<file path="src/rtl/tlu_pkg.sv">
// Shared definitions for the TLU handshake controller: operating modes,
// FSM states, trigger-number width and the wrapping trigger-number increment.
package tlu_pkg;

  localparam int TRIG_NUM_W = 31;
  localparam int TIMEOUT_W  = 8;

  typedef enum logic [1:0] {
    MODE_DISABLED       = 2'd0,
    MODE_SIMPLE         = 2'd1,
    MODE_HANDSHAKE      = 2'd2,
    MODE_DATA_HANDSHAKE = 2'd3
  } tlu_mode_e;

  typedef enum logic [2:0] {
    IDLE             = 3'd0,
    WAIT_TRIGGER_LOW = 3'd1,
    REQUEST_DATA     = 3'd2,
    WAIT_DATA        = 3'd3,
    DONE             = 3'd4
  } tlu_state_e;

  // Next trigger number; the 31-bit sum wraps 0x7FFFFFFF back to 0.
  function automatic logic [TRIG_NUM_W-1:0] trig_num_inc(input logic [TRIG_NUM_W-1:0] n);
    return n + TRIG_NUM_W'(1);
  endfunction

endpackage

</file>
<file path="src/rtl/tlu_handshake_controller_if.sv">
// TLU-side handshake bundle: trigger/busy lines plus the deserializer
// request/data/done signals. master = controller, slave = TLU + deserializer.
interface tlu_handshake_controller_if;
  import tlu_pkg::*;

  logic                  TLU_TRIGGER;
  logic                  TLU_BUSY;
  logic                  TLU_RECEIVE_DATA_FLAG;
  logic                  TLU_DATA_RECEIVED_FLAG;
  logic [TRIG_NUM_W-1:0] TLU_DATA;
  logic                  TLU_DATA_SAVE_FLAG;

  modport master (
    input  TLU_TRIGGER, TLU_DATA_RECEIVED_FLAG, TLU_DATA, TLU_DATA_SAVE_FLAG,
    output TLU_BUSY, TLU_RECEIVE_DATA_FLAG
  );

  modport slave (
    output TLU_TRIGGER, TLU_DATA_RECEIVED_FLAG, TLU_DATA, TLU_DATA_SAVE_FLAG,
    input  TLU_BUSY, TLU_RECEIVE_DATA_FLAG
  );

endinterface

</file>
<file path="src/rtl/tlu_trigger_timeout.sv">
// Trigger rising-edge detector and trigger-high timeout counter.
// The counter only runs in WAIT_TRIGGER_LOW and is held at zero in IDLE.
module tlu_trigger_timeout
  import tlu_pkg::*;
(
  input  logic                 CLK,
  input  logic                 RESET_N,
  input  logic                 trigger,
  input  logic                 in_idle,
  input  logic                 in_wait_low,
  input  logic [TIMEOUT_W-1:0] limit,
  output logic                 trig_rise,
  output logic                 timeout_hit
);

  logic                 trig_d;
  logic [TIMEOUT_W-1:0] cnt;

  // Delayed trigger for edge detection.
  always_ff @(posedge CLK) begin
    if (!RESET_N) trig_d <= 1'b0;
    else          trig_d <= trigger;
  end

  // Count trigger-high cycles while waiting for the trigger to drop.
  always_ff @(posedge CLK) begin
    if (!RESET_N || in_idle)       cnt <= '0;
    else if (in_wait_low && trigger) cnt <= cnt + TIMEOUT_W'(1);
  end

  assign trig_rise = trigger & ~trig_d;

  // Fires on the high cycle that brings the count up to the limit.
  assign timeout_hit = in_wait_low & trigger & (limit != '0) &
                       (cnt == limit - TIMEOUT_W'(1));

endmodule

</file>
<file path="src/rtl/tlu_handshake_controller.sv">
// TLU trigger handshake controller: simple trigger counting, busy handshake
// and data handshake with trigger-number sequence checking.
module tlu_handshake_controller
  import tlu_pkg::*;
(
  input  logic                            CLK,
  input  logic                            RESET_N,
  input  logic [1:0]                      TLU_MODE,
  input  logic [TIMEOUT_W-1:0]            TLU_TRIGGER_LOW_TIMEOUT,
  input  logic                            ERROR_CLEAR,
  tlu_handshake_controller_if.master      tlu,
  output logic                            TRIGGER_ACCEPTED,
  output logic [TRIG_NUM_W-1:0]           TRIGGER_COUNTER,
  output logic                            TIMEOUT_ERROR,
  output logic                            NUMBER_MISMATCH_ERROR
);

  tlu_state_e            state, state_n;
  tlu_mode_e             mode_q, mode_n;
  logic                  busy_q, busy_n;
  logic                  recv_q, recv_n;
  logic                  acc_n;
  logic [TRIG_NUM_W-1:0] cnt_n;
  logic                  first_q, first_n;
  logic                  terr_set, merr_set;
  logic [TRIG_NUM_W-1:0] data_q, data_n, captured;
  logic                  trig_rise, timeout_hit;

  tlu_trigger_timeout u_trig (
    .CLK         (CLK),
    .RESET_N     (RESET_N),
    .trigger     (tlu.TLU_TRIGGER),
    .in_idle     (state == IDLE),
    .in_wait_low (state == WAIT_TRIGGER_LOW),
    .limit       (TLU_TRIGGER_LOW_TIMEOUT),
    .trig_rise   (trig_rise),
    .timeout_hit (timeout_hit)
  );

  assign tlu.TLU_BUSY              = busy_q;
  assign tlu.TLU_RECEIVE_DATA_FLAG = recv_q;

  // Next state plus next values of every registered output; outputs are
  // derived from the next state so they line up with the state they belong to.
  always_comb begin
    state_n  = state;
    mode_n   = mode_q;
    cnt_n    = TRIGGER_COUNTER;
    first_n  = first_q;
    data_n   = data_q;
    acc_n    = 1'b0;
    terr_set = 1'b0;
    merr_set = 1'b0;
    captured = tlu.TLU_DATA_SAVE_FLAG ? tlu.TLU_DATA : data_q;

    case (state)
      IDLE: begin
        if (trig_rise) begin
          mode_n = tlu_mode_e'(TLU_MODE);
          case (tlu_mode_e'(TLU_MODE))
            MODE_SIMPLE: begin
              acc_n   = 1'b1;
              cnt_n   = trig_num_inc(TRIGGER_COUNTER);
              first_n = 1'b0;
            end
            MODE_HANDSHAKE, MODE_DATA_HANDSHAKE: state_n = WAIT_TRIGGER_LOW;
            default: ;
          endcase
        end
      end
      WAIT_TRIGGER_LOW: begin
        if (!tlu.TLU_TRIGGER) begin
          if (mode_q == MODE_DATA_HANDSHAKE) begin
            state_n = REQUEST_DATA;
          end else begin
            state_n = DONE;
            cnt_n   = trig_num_inc(TRIGGER_COUNTER);
          end
        end else if (timeout_hit) begin
          state_n  = IDLE;
          terr_set = 1'b1;
        end
      end
      REQUEST_DATA: state_n = WAIT_DATA;
      WAIT_DATA: begin
        if (tlu.TLU_DATA_SAVE_FLAG) data_n = tlu.TLU_DATA;
        if (tlu.TLU_DATA_RECEIVED_FLAG) begin
          state_n  = DONE;
          merr_set = !first_q && (captured != trig_num_inc(TRIGGER_COUNTER));
          cnt_n    = captured;
        end
      end
      DONE: state_n = IDLE;
      default: state_n = IDLE;
    endcase

    if (state_n == DONE) begin
      acc_n   = 1'b1;
      first_n = 1'b0;
    end
    busy_n = (state_n != IDLE);
    recv_n = (state_n == REQUEST_DATA);
  end

  // Control state and registered outputs; a new error outranks ERROR_CLEAR.
  always_ff @(posedge CLK) begin
    if (!RESET_N) begin
      state                 <= IDLE;
      mode_q                <= MODE_DISABLED;
      busy_q                <= 1'b0;
      recv_q                <= 1'b0;
      TRIGGER_ACCEPTED      <= 1'b0;
      TRIGGER_COUNTER       <= '0;
      TIMEOUT_ERROR         <= 1'b0;
      NUMBER_MISMATCH_ERROR <= 1'b0;
      first_q               <= 1'b1;
    end else begin
      state                 <= state_n;
      mode_q                <= mode_n;
      busy_q                <= busy_n;
      recv_q                <= recv_n;
      TRIGGER_ACCEPTED      <= acc_n;
      TRIGGER_COUNTER       <= cnt_n;
      TIMEOUT_ERROR         <= terr_set | (TIMEOUT_ERROR & ~ERROR_CLEAR);
      NUMBER_MISMATCH_ERROR <= merr_set | (NUMBER_MISMATCH_ERROR & ~ERROR_CLEAR);
      first_q               <= first_n | ERROR_CLEAR;
    end
  end

  // Trigger-number capture register.
  always_ff @(posedge CLK) begin
    data_q <= data_n;
  end

endmodule

</file>
<file path="src/flat_wrapper.sv">
// flat-port wrapper written by rule: the top's interface ports become plain ports
module tlu_handshake_controller_flat import tlu_pkg::*;
  (CLK, RESET_N, TLU_MODE, TLU_TRIGGER_LOW_TIMEOUT, ERROR_CLEAR, TRIGGER_ACCEPTED, TRIGGER_COUNTER, TIMEOUT_ERROR, NUMBER_MISMATCH_ERROR, tlu_TLU_TRIGGER, tlu_TLU_DATA_RECEIVED_FLAG, tlu_TLU_DATA, tlu_TLU_DATA_SAVE_FLAG, tlu_TLU_BUSY, tlu_TLU_RECEIVE_DATA_FLAG);
  tlu_handshake_controller_if tlu_i ();
  input  logic CLK;
  input  logic RESET_N;
  input  logic [1:0] TLU_MODE;
  input  logic [TIMEOUT_W-1:0] TLU_TRIGGER_LOW_TIMEOUT;
  input  logic ERROR_CLEAR;
  output logic TRIGGER_ACCEPTED;
  output logic [TRIG_NUM_W-1:0] TRIGGER_COUNTER;
  output logic TIMEOUT_ERROR;
  output logic NUMBER_MISMATCH_ERROR;
  input wire logic [$bits(tlu_i.TLU_TRIGGER)-1:0] tlu_TLU_TRIGGER;
  input wire logic [$bits(tlu_i.TLU_DATA_RECEIVED_FLAG)-1:0] tlu_TLU_DATA_RECEIVED_FLAG;
  input wire logic [$bits(tlu_i.TLU_DATA)-1:0] tlu_TLU_DATA;
  input wire logic [$bits(tlu_i.TLU_DATA_SAVE_FLAG)-1:0] tlu_TLU_DATA_SAVE_FLAG;
  output wire logic [$bits(tlu_i.TLU_BUSY)-1:0] tlu_TLU_BUSY;
  output wire logic [$bits(tlu_i.TLU_RECEIVE_DATA_FLAG)-1:0] tlu_TLU_RECEIVE_DATA_FLAG;
  assign tlu_i.TLU_TRIGGER = tlu_TLU_TRIGGER;
  assign tlu_i.TLU_DATA_RECEIVED_FLAG = tlu_TLU_DATA_RECEIVED_FLAG;
  assign tlu_i.TLU_DATA = tlu_TLU_DATA;
  assign tlu_i.TLU_DATA_SAVE_FLAG = tlu_TLU_DATA_SAVE_FLAG;
  assign tlu_TLU_BUSY = tlu_i.TLU_BUSY;
  assign tlu_TLU_RECEIVE_DATA_FLAG = tlu_i.TLU_RECEIVE_DATA_FLAG;
  tlu_handshake_controller u_core (.CLK(CLK), .RESET_N(RESET_N), .TLU_MODE(TLU_MODE), .TLU_TRIGGER_LOW_TIMEOUT(TLU_TRIGGER_LOW_TIMEOUT), .ERROR_CLEAR(ERROR_CLEAR), .tlu(tlu_i), .TRIGGER_ACCEPTED(TRIGGER_ACCEPTED), .TRIGGER_COUNTER(TRIGGER_COUNTER), .TIMEOUT_ERROR(TIMEOUT_ERROR), .NUMBER_MISMATCH_ERROR(NUMBER_MISMATCH_ERROR));
endmodule
</file>
<file path="config.mk">
export PLATFORM = sky130hd
export DESIGN_NAME = tlu_handshake_controller_flat
export DESIGN_NICKNAME = d
export VERILOG_FILES = /design/src/rtl/tlu_pkg.sv /design/src/rtl/tlu_handshake_controller_if.sv /design/src/rtl/tlu_trigger_timeout.sv /design/src/rtl/tlu_handshake_controller.sv /design/src/flat_wrapper.sv
export SDC_FILE = /design/constraint.sdc
export NUM_CORES = 1
export LEC_CHECK = 0
export CORE_MARGIN = 3
export CORE_UTILIZATION = 40
export CTS_CLUSTER_DIAMETER = 30
export CTS_CLUSTER_SIZE = 16
export DETAILED_ROUTE_END_ITERATION = 6
export GPL_ROUTABILITY_DRIVEN = 0
export SLEW_MARGIN = 0
export SYNTH_ARGS = -nofsm -noshare
export SYNTH_HDL_FRONTEND = slang
export SYNTH_SLANG_ARGS = --single-unit
</file>
<file path="constraint.sdc">
create_clock -name CLK -period 3.4 [get_ports CLK]
set_clock_uncertainty 0.2 [all_clocks]
set_input_delay 1.02 -clock CLK [delete_from_list [all_inputs] [get_ports CLK]]
set_output_delay 1.02 -clock CLK [all_outputs]
set_load 0.005 [all_outputs]
</file>
Word-level counts from Yosys, hierarchy flattened
Cells that the tools add are included.
{"block": "totals", "elab_cells": 81, "out_inout_bits": 36, "reg_bits": 82, "in_bits": 47}
{"block": "op_classes", "eq_ne": 16, "n_bitwise": 11, "n_reduce_logical": 12, "mux": 27, "add_sub_neg": 3}
{"cell": "$mux W31", "count": 6}
{"cell": "$pmux W31 S3", "count": 1}
{"cell": "$add A31 B1 Y31 const B", "count": 1}
{"cell": "$ne A31 B31 Y1", "count": 1}
{"cell": "$mux W3", "count": 6}
{"cell": "$mux W1", "count": 13}
{"cell": "$pmux W3 S4", "count": 1}
{"cell": "$eq A3 B2 Y1 const B", "count": 3}
{"cell": "$add A8 B1 Y8 const B", "count": 1}
{"cell": "$eq A8 B8 Y1", "count": 1}
{"cell": "$reduce_bool A8 Y1", "count": 1}
{"cell": "$sub A8 B1 Y8 const B", "count": 1}
{"cell": "$and A1 B1 Y1", "count": 6}
{"cell": "$eq A2 B2 Y1 const B", "count": 3}
{"cell": "$ne A2 B2 Y1 const B", "count": 3}
{"cell": "$reduce_and A6 Y1", "count": 1}
{"cell": "$reduce_bool A3 Y1", "count": 2}
{"cell": "$ne A2 B1 Y1 const B", "count": 2}
{"cell": "$eq A3 B1 Y1 const B", "count": 1}
{"cell": "$eq A3 B3 Y1 const B", "count": 1}
{"cell": "$logic_not A3 Y1", "count": 1}
{"cell": "$or A1 B1 Y1", "count": 3}
{"cell": "$eq A2 B1 Y1 const B", "count": 1}
{"cell": "$logic_and A1 B1 Y1", "count": 2}
{"cell": "other kinds (5)", "count": 7}

Depth between registers and ports, before layout
Gate-level depths: netlist of run 1.
{"block": "logic_depth", "depth_word": 10, "depth_mapped": 10, "mapped_depth_nobuf": 9}

Hierarchy
A second synthesis of run 1 with hierarchy kept.
{"block": "hier_totals", "cells_unflattened": 644, "area_unflattened_um2": 5530.3}
{"mod": "tlu_handshake_controller", "seq_area_each_um2": 1771.7, "area_each_um2": 4885.9, "n_inst": 1, "cells_per_inst": 567}
{"mod": "tlu_trigger_timeout", "seq_area_each_um2": 180.2, "area_each_um2": 644.4, "n_inst": 1, "cells_per_inst": 77}

Least setup slack after synthesis of run 1
No wires, ideal clock.
{"block": "synth_timing", "kind": "input to register", "start": "in tlu_TLU_DATA_SAVE_FLAG", "end": "reg u_core.NUMBER_MISMATCH_ERROR", "t_arrival_ns": 2.673, "stages": 9, "n_path_buf": 2, "slack_ns": 0.396, "cell_sequence": "buf_6 buf_6 mux2_4 xnor2_2 xnor2_1 nor4_2 o2111ai_1 a2111oi_2 a31oi_1"}
{"block": "synth_via", "elab_chain_cells": 6}
{"element": "start, declared", "line_no": "flat_wrapper.sv:17", "source": "input wire logic [$bits(tlu_i.TLU_DATA_SAVE_FLAG)-1:0] tlu_TLU_DATA_SAVE_FLAG;"}
{"element": "$mux W31", "line_no": "tlu_handshake_controller.sv:54", "source": "captured = tlu.TLU_DATA_SAVE_FLAG ? tlu.TLU_DATA : data_q;"}
{"element": "net u_core.captured[10]", "line_no": "tlu_handshake_controller.sv:26", "source": "logic [TRIG_NUM_W-1:0] data_q, data_n, captured;"}
{"element": "$ne A31 B31 Y1", "line_no": "tlu_handshake_controller.sv:89", "source": "merr_set = !first_q && (captured != trig_num_inc(TRIGGER_COUNTER));"}
{"element": "$logic_and A1 B1 Y1", "line_no": "tlu_handshake_controller.sv:89"}
{"element": "$mux W1", "line_no": "tlu_handshake_controller.sv:87", "source": "if (tlu.TLU_DATA_RECEIVED_FLAG) begin"}
{"element": "$mux W1", "line_no": "tlu_handshake_controller.sv:56", "source": "case (state)"}
{"element": "$or A1 B1 Y1", "line_no": "tlu_handshake_controller.sv:125", "source": "NUMBER_MISMATCH_ERROR <= merr_set | (NUMBER_MISMATCH_ERROR & ~ERROR_CLEAR);"}
{"element": "end signal, assigned", "line_no": "tlu_handshake_controller.sv:125"}
{"element": "end, declared", "line_no": "tlu_handshake_controller.sv:15", "source": "output logic NUMBER_MISMATCH_ERROR"}
The timed path passes the listed nets, and every way through them passes these cells.
A chain may end at the register's enable or synchronous reset.

Final worst setup path of run 1
{"block": "layout_timing", "start": "in TLU_TRIGGER_LOW_TIMEOUT[1]", "end": "reg u_core.busy_q, in the netlist u_core.tlu.TLU_BUSY"}
{"block": "layout_via", "elab_chain_cells": 7, "elab_cells_between_ends": 9}
{"element": "start, declared", "line_no": "flat_wrapper.sv:8", "source": "input logic [TIMEOUT_W-1:0] TLU_TRIGGER_LOW_TIMEOUT;"}
{"element": "$sub A8 B1 Y8 or $reduce_bool A8 Y1 (tied branches)", "line_no": "tlu_trigger_timeout.sv:35, tlu_trigger_timeout.sv:34"}
{"element": "$eq A8 B8 Y1 or $and A1 B1 Y1 (tied branches)", "line_no": "tlu_trigger_timeout.sv:35, tlu_trigger_timeout.sv:34"}
{"element": "$and A1 B1 Y1 *", "line_no": "tlu_trigger_timeout.sv:34", "source": "assign timeout_hit = in_wait_low & trigger & (limit != '0) &"}
{"element": "$mux W3 *", "line_no": "tlu_handshake_controller.sv:79", "source": "end else if (timeout_hit) begin"}
{"element": "$mux W3 *", "line_no": "tlu_handshake_controller.sv:72", "source": "if (!tlu.TLU_TRIGGER) begin"}
{"element": "$pmux W3 S4 *", "line_no": "tlu_handshake_controller.sv:56"}
{"element": "$reduce_bool A3 Y1 *", "line_no": "tlu_handshake_controller.sv:101", "source": "busy_n = (state_n != IDLE);"}
{"element": "end signal, assigned", "line_no": "tlu_handshake_controller.sv:120", "source": "busy_q <= busy_n;"}
{"element": "end, declared", "line_no": "tlu_handshake_controller.sv:20", "source": "logic busy_q, busy_n;"}
Mark *: on every way between the ends. The rest lies on a longest branch, timed or not.

==> impl_metrics.env, run 1 <==
export IMPL_synthFlopType="dfxtp_1"
export IMPL_clk_latency_ps=340
export IMPL_yosysWarningCount=0
export IMPL_firstDrtPassIters=5
export IMPL_crit_path_start_kind="primary input"
export IMPL_switching_share=0.226
export IMPL_slew_violations=0
export IMPL_fmax_mhz=312
export IMPL_relSlewSlack=0.350
export IMPL_yosys_area_top_type="dfxtp_1"
export IMPL_gr_max_usage_layer="met2"
export IMPL_fillers=1242
export IMPL_dp_cells=852
export IMPL_core_um2=12700
export IMPL_ctsHtreeMaxLevel=3
export IMPL_setup_tns_ps=0
export IMPL_synth_seq_area_share=0.373
export IMPL_synth_area_um2=5230
export IMPL_synth_top_cell_area_share=0.195
export IMPL_status="finished clean"
export IMPL_async_flop_share=0
export IMPL_drtIter0Drc=278
export IMPL_grt_pass1_wl_um=22800
export IMPL_rows=41
export IMPL_antenna_found_initial=0
export IMPL_use_met2=0.320
export IMPL_dp_final_hpwl_um=9770
export IMPL_grt_pass1_vias=4535
export IMPL_wl_um=14200
export IMPL_avgRoutedWirePerCell_um=16.4
export IMPL_critPathKind="primary input to register"
export IMPL_postCtsSetupRepairBufs=0
export IMPL_peakVddDrop_mv=0.271
export IMPL_dpl_instance_area_um2=6430
export IMPL_grt_max_degree=61
export IMPL_required_ps=3430
export IMPL_n_antenna_cell=0
export IMPL_ys_top_cells_by_area="dfxtp_1 (20%), edfxtp_1 (18%), xnor2_1 (7.0%)"
export IMPL_p_per_area_nw_per_um2=343
export IMPL_cts_buffers_inserted=9
export IMPL_nNetsFinal=741
export IMPL_switchingPower_uw=524
export IMPL_via_count=4730
export IMPL_syn_area_per_cell_um2=8.75
export IMPL_cts_tree="done"
export IMPL_die_y_um=120
export IMPL_arrival_ps=3240
export IMPL_worst_slew_pin_slew_ps=967
export IMPL_utilization=0.531
export IMPL_p_comb_frac=0.119
export IMPL_fp_dieW_um=120
export IMPL_ys_ff_latch=82
export IMPL_use_met3=0.0416
export IMPL_clock_power_share=0.437
export IMPL_pre_cts_slack_ps=-163
export IMPL_ctsHoldBuffers=0
export IMPL_ant_nets=0
export IMPL_grt_setup_unrepaired="no"
export IMPL_finalSetupViolCount=0
export IMPL_clk_pin_slew_ps=60
export IMPL_grtUsageMet1=0.264
export IMPL_root_buffer="clkbuf_16"
export IMPL_final_area_um2=6750
export IMPL_start_util=0.411
export IMPL_finalHoldViolCount=0
export IMPL_synth_nets=648
export IMPL_syn_to_final_growth_pct=29.1
export IMPL_stdcell_count=868
export IMPL_clockBufferDepth=2
export IMPL_maxCapViolCount=0
export IMPL_clock_sinks=82
export IMPL_fin_crit_ps=3210
export IMPL_die_area_um2=14500
export IMPL_hold_class="register to register"
export IMPL_seqPwrFrac=0.444
export IMPL_cts_resized=0
export IMPL_grt_overflow=0
export IMPL_via_per_inst=5.45
export IMPL_grt_usage=0.197
export IMPL_synth_cells=598
export IMPL_critPathMaxFanout=3
export IMPL_p_leak_nw=2.44
export IMPL_cp_end_kind="register"
export IMPL_io_buffers=82
export IMPL_timing_final_crit_share=0.943
export IMPL_route_detailed_drc=0
export IMPL_num_io_pins=83
export IMPL_synth_edf_count=31
export IMPL_drive_gt1_frac=0.121
export IMPL_setup_slack_ps=192
export IMPL_internal_power_mw=1.79
export IMPL_ys_types=60
## logic make-up after synthesis
logic type               synth area share
AND/OR/NAND/NOR                     0.219
flip-flops                          0.373
AO/OA/AOI/OAI                       0.166
adder cells (fa/ha/maj)           0.00718
multiplexers                       0.0687
XOR/XNOR                            0.107
buffers and inverters              0.0593
## path summary, 6_finish.rpt
check                                    startpoint                                 endpoint  slack [ps]  cells past startpoint
max                      TLU_TRIGGER_LOW_TIMEOUT[1]           u_core.tlu.TLU_BUSY$_SDFF_PN0_         190                      9
min                       u_core.first_q$_SDFF_PN1_                u_core.first_q$_SDFF_PN1_         280                      2
max reg2reg  u_core.TRIGGER_COUNTER[1]$_SDFFE_PN0P_  u_core.NUMBER_MISMATCH_ERROR$_SDFF_PN0_         460                      8
min reg2reg               u_core.first_q$_SDFF_PN1_                u_core.first_q$_SDFF_PN1_         280                      2
## power groups by stage
stage / logic, mW / registers, mW / clock network [mW]
floorplan: 0.137 / 1.05 / 0
global placement: 0.269 / 1.05 / 0
detailed placement: 0.272 / 1.05 / 0
CTS: 0.274 / 1.03 / 1.03
global route: 0.298 / 1.03 / 1.07
finish: 0.275 / 1.03 / 1.01
## worst max-delay path, cell delays in order
cell and delay (ps):
clkdlybuf4s50_1 500, inv_1 60, ha_1 290, xnor2_1 140
nor4_1 280, nand3_1 120, a2111oi_2 350, o211ai_1 180
o31a_1 310
## registers in the layout, summed over array words and instances, names as in the netlist
register / count
u_core.state: 3
u_core.tlu.TLU_RECEIVE_DATA_FLAG: 1
u_core.u_trig.trig_d: 1
u_core.TRIGGER_COUNTER: 31
u_core.u_trig.cnt: 8
u_core.data_q: 31
u_core.TRIGGER_ACCEPTED: 1
u_core.tlu.TLU_BUSY: 1
u_core.mode_q: 2
u_core.first_q: 1
u_core.TIMEOUT_ERROR: 1
u_core.NUMBER_MISMATCH_ERROR: 1
## per-layer routing
| metal | routed length, um | part of all wire | up-vias |
|---|---|---|---|
| li1 | - | - | 2329 |
| met2 | 6700 | 0.47 | 110 |
| met3 | 670 | 0.047 | 18 |
| met1 | 6630 | 0.47 | 2273 |
| met5 | 0 | 0 | - |
| met4 | 222 | 0.016 | 0 |
## cell usage in the layout (no fill, tap or decap), drive strengths merged, types with 8 or more instances in the layout
| cell | count |
|---|---|
| nand3 | 16 |
| a21boi | 18 |
| mux2i | 22 |
| nor2 | 37 |
| nand4 | 19 |
| dfxtp | 51 |
| xnor2 | 43 |
| mux2 | 11 |
| o22ai | 8 |
| clkbuf | 16 |
| inv | 30 |
| a21oi | 31 |
| buf | 42 |
| nor3 | 24 |
| and3 | 9 |
| and2 | 18 |
| nor4 | 9 |
| o21ai | 39 |
| edfxtp | 31 |
| clkdlybuf4s50 | 81 |
| xor2 | 20 |
| nand2 | 45 |
## cells in the mapped netlist (6+ instances only)
cell type and number:
dfxtp_1 51, nand2_1 45, xnor2_1 42, o21ai_0 39
nor2_1 37, a21oi_1 31, edfxtp_1 31, inv_1 30
nor3_1 23, xor2_1 20, clkbuf_1 19, mux2i_1 19
a21boi_0 18, and2_1 18, nand4_1 17, nand3_1 16
buf_2 12, mux2_2 10, and3_1 9, o22ai_1 8
a31oi_1 7, nor2b_1 7, nor4_1 7, nand3b_1 6
## per-stage QoR
step / power [mW] / hold WS, ps
after detailed placement: 1.32 / 270
after global placement: 1.32 / 254
after global routing: 2.39 / 334
after floorplan: 1.19 / 241
final: 2.32 / 282
after CTS: 2.34 / 286
## layout make-up
type	count	area (um^2)	share of cell area
Tap cell	172	215	0.0319
Clock buffer	16	313	0.0463
Timing Repair Buffer	123	1170	0.174
Sequential cell	82	1950	0.289
Inverter	30	113	0.0167
Multi-Input combinational cell	445	2990	0.442
(Power assumes the default switching activity.)
==> run 2: changes to the inputs <==
--- a/config.mk
+++ b/config.mk
@@ -7,7 +7,7 @@
 export LEC_CHECK = 0
 export CORE_MARGIN = 3
 export CORE_UTILIZATION = 40
-export CTS_CLUSTER_DIAMETER = 30
+export CTS_CLUSTER_DIAMETER = 50
 export CTS_CLUSTER_SIZE = 16
 export DETAILED_ROUTE_END_ITERATION = 6
 export GPL_ROUTABILITY_DRIVEN = 0
==> results of run 2 <==
No change in the layout: final DEF, timing and power equal those of run 1.
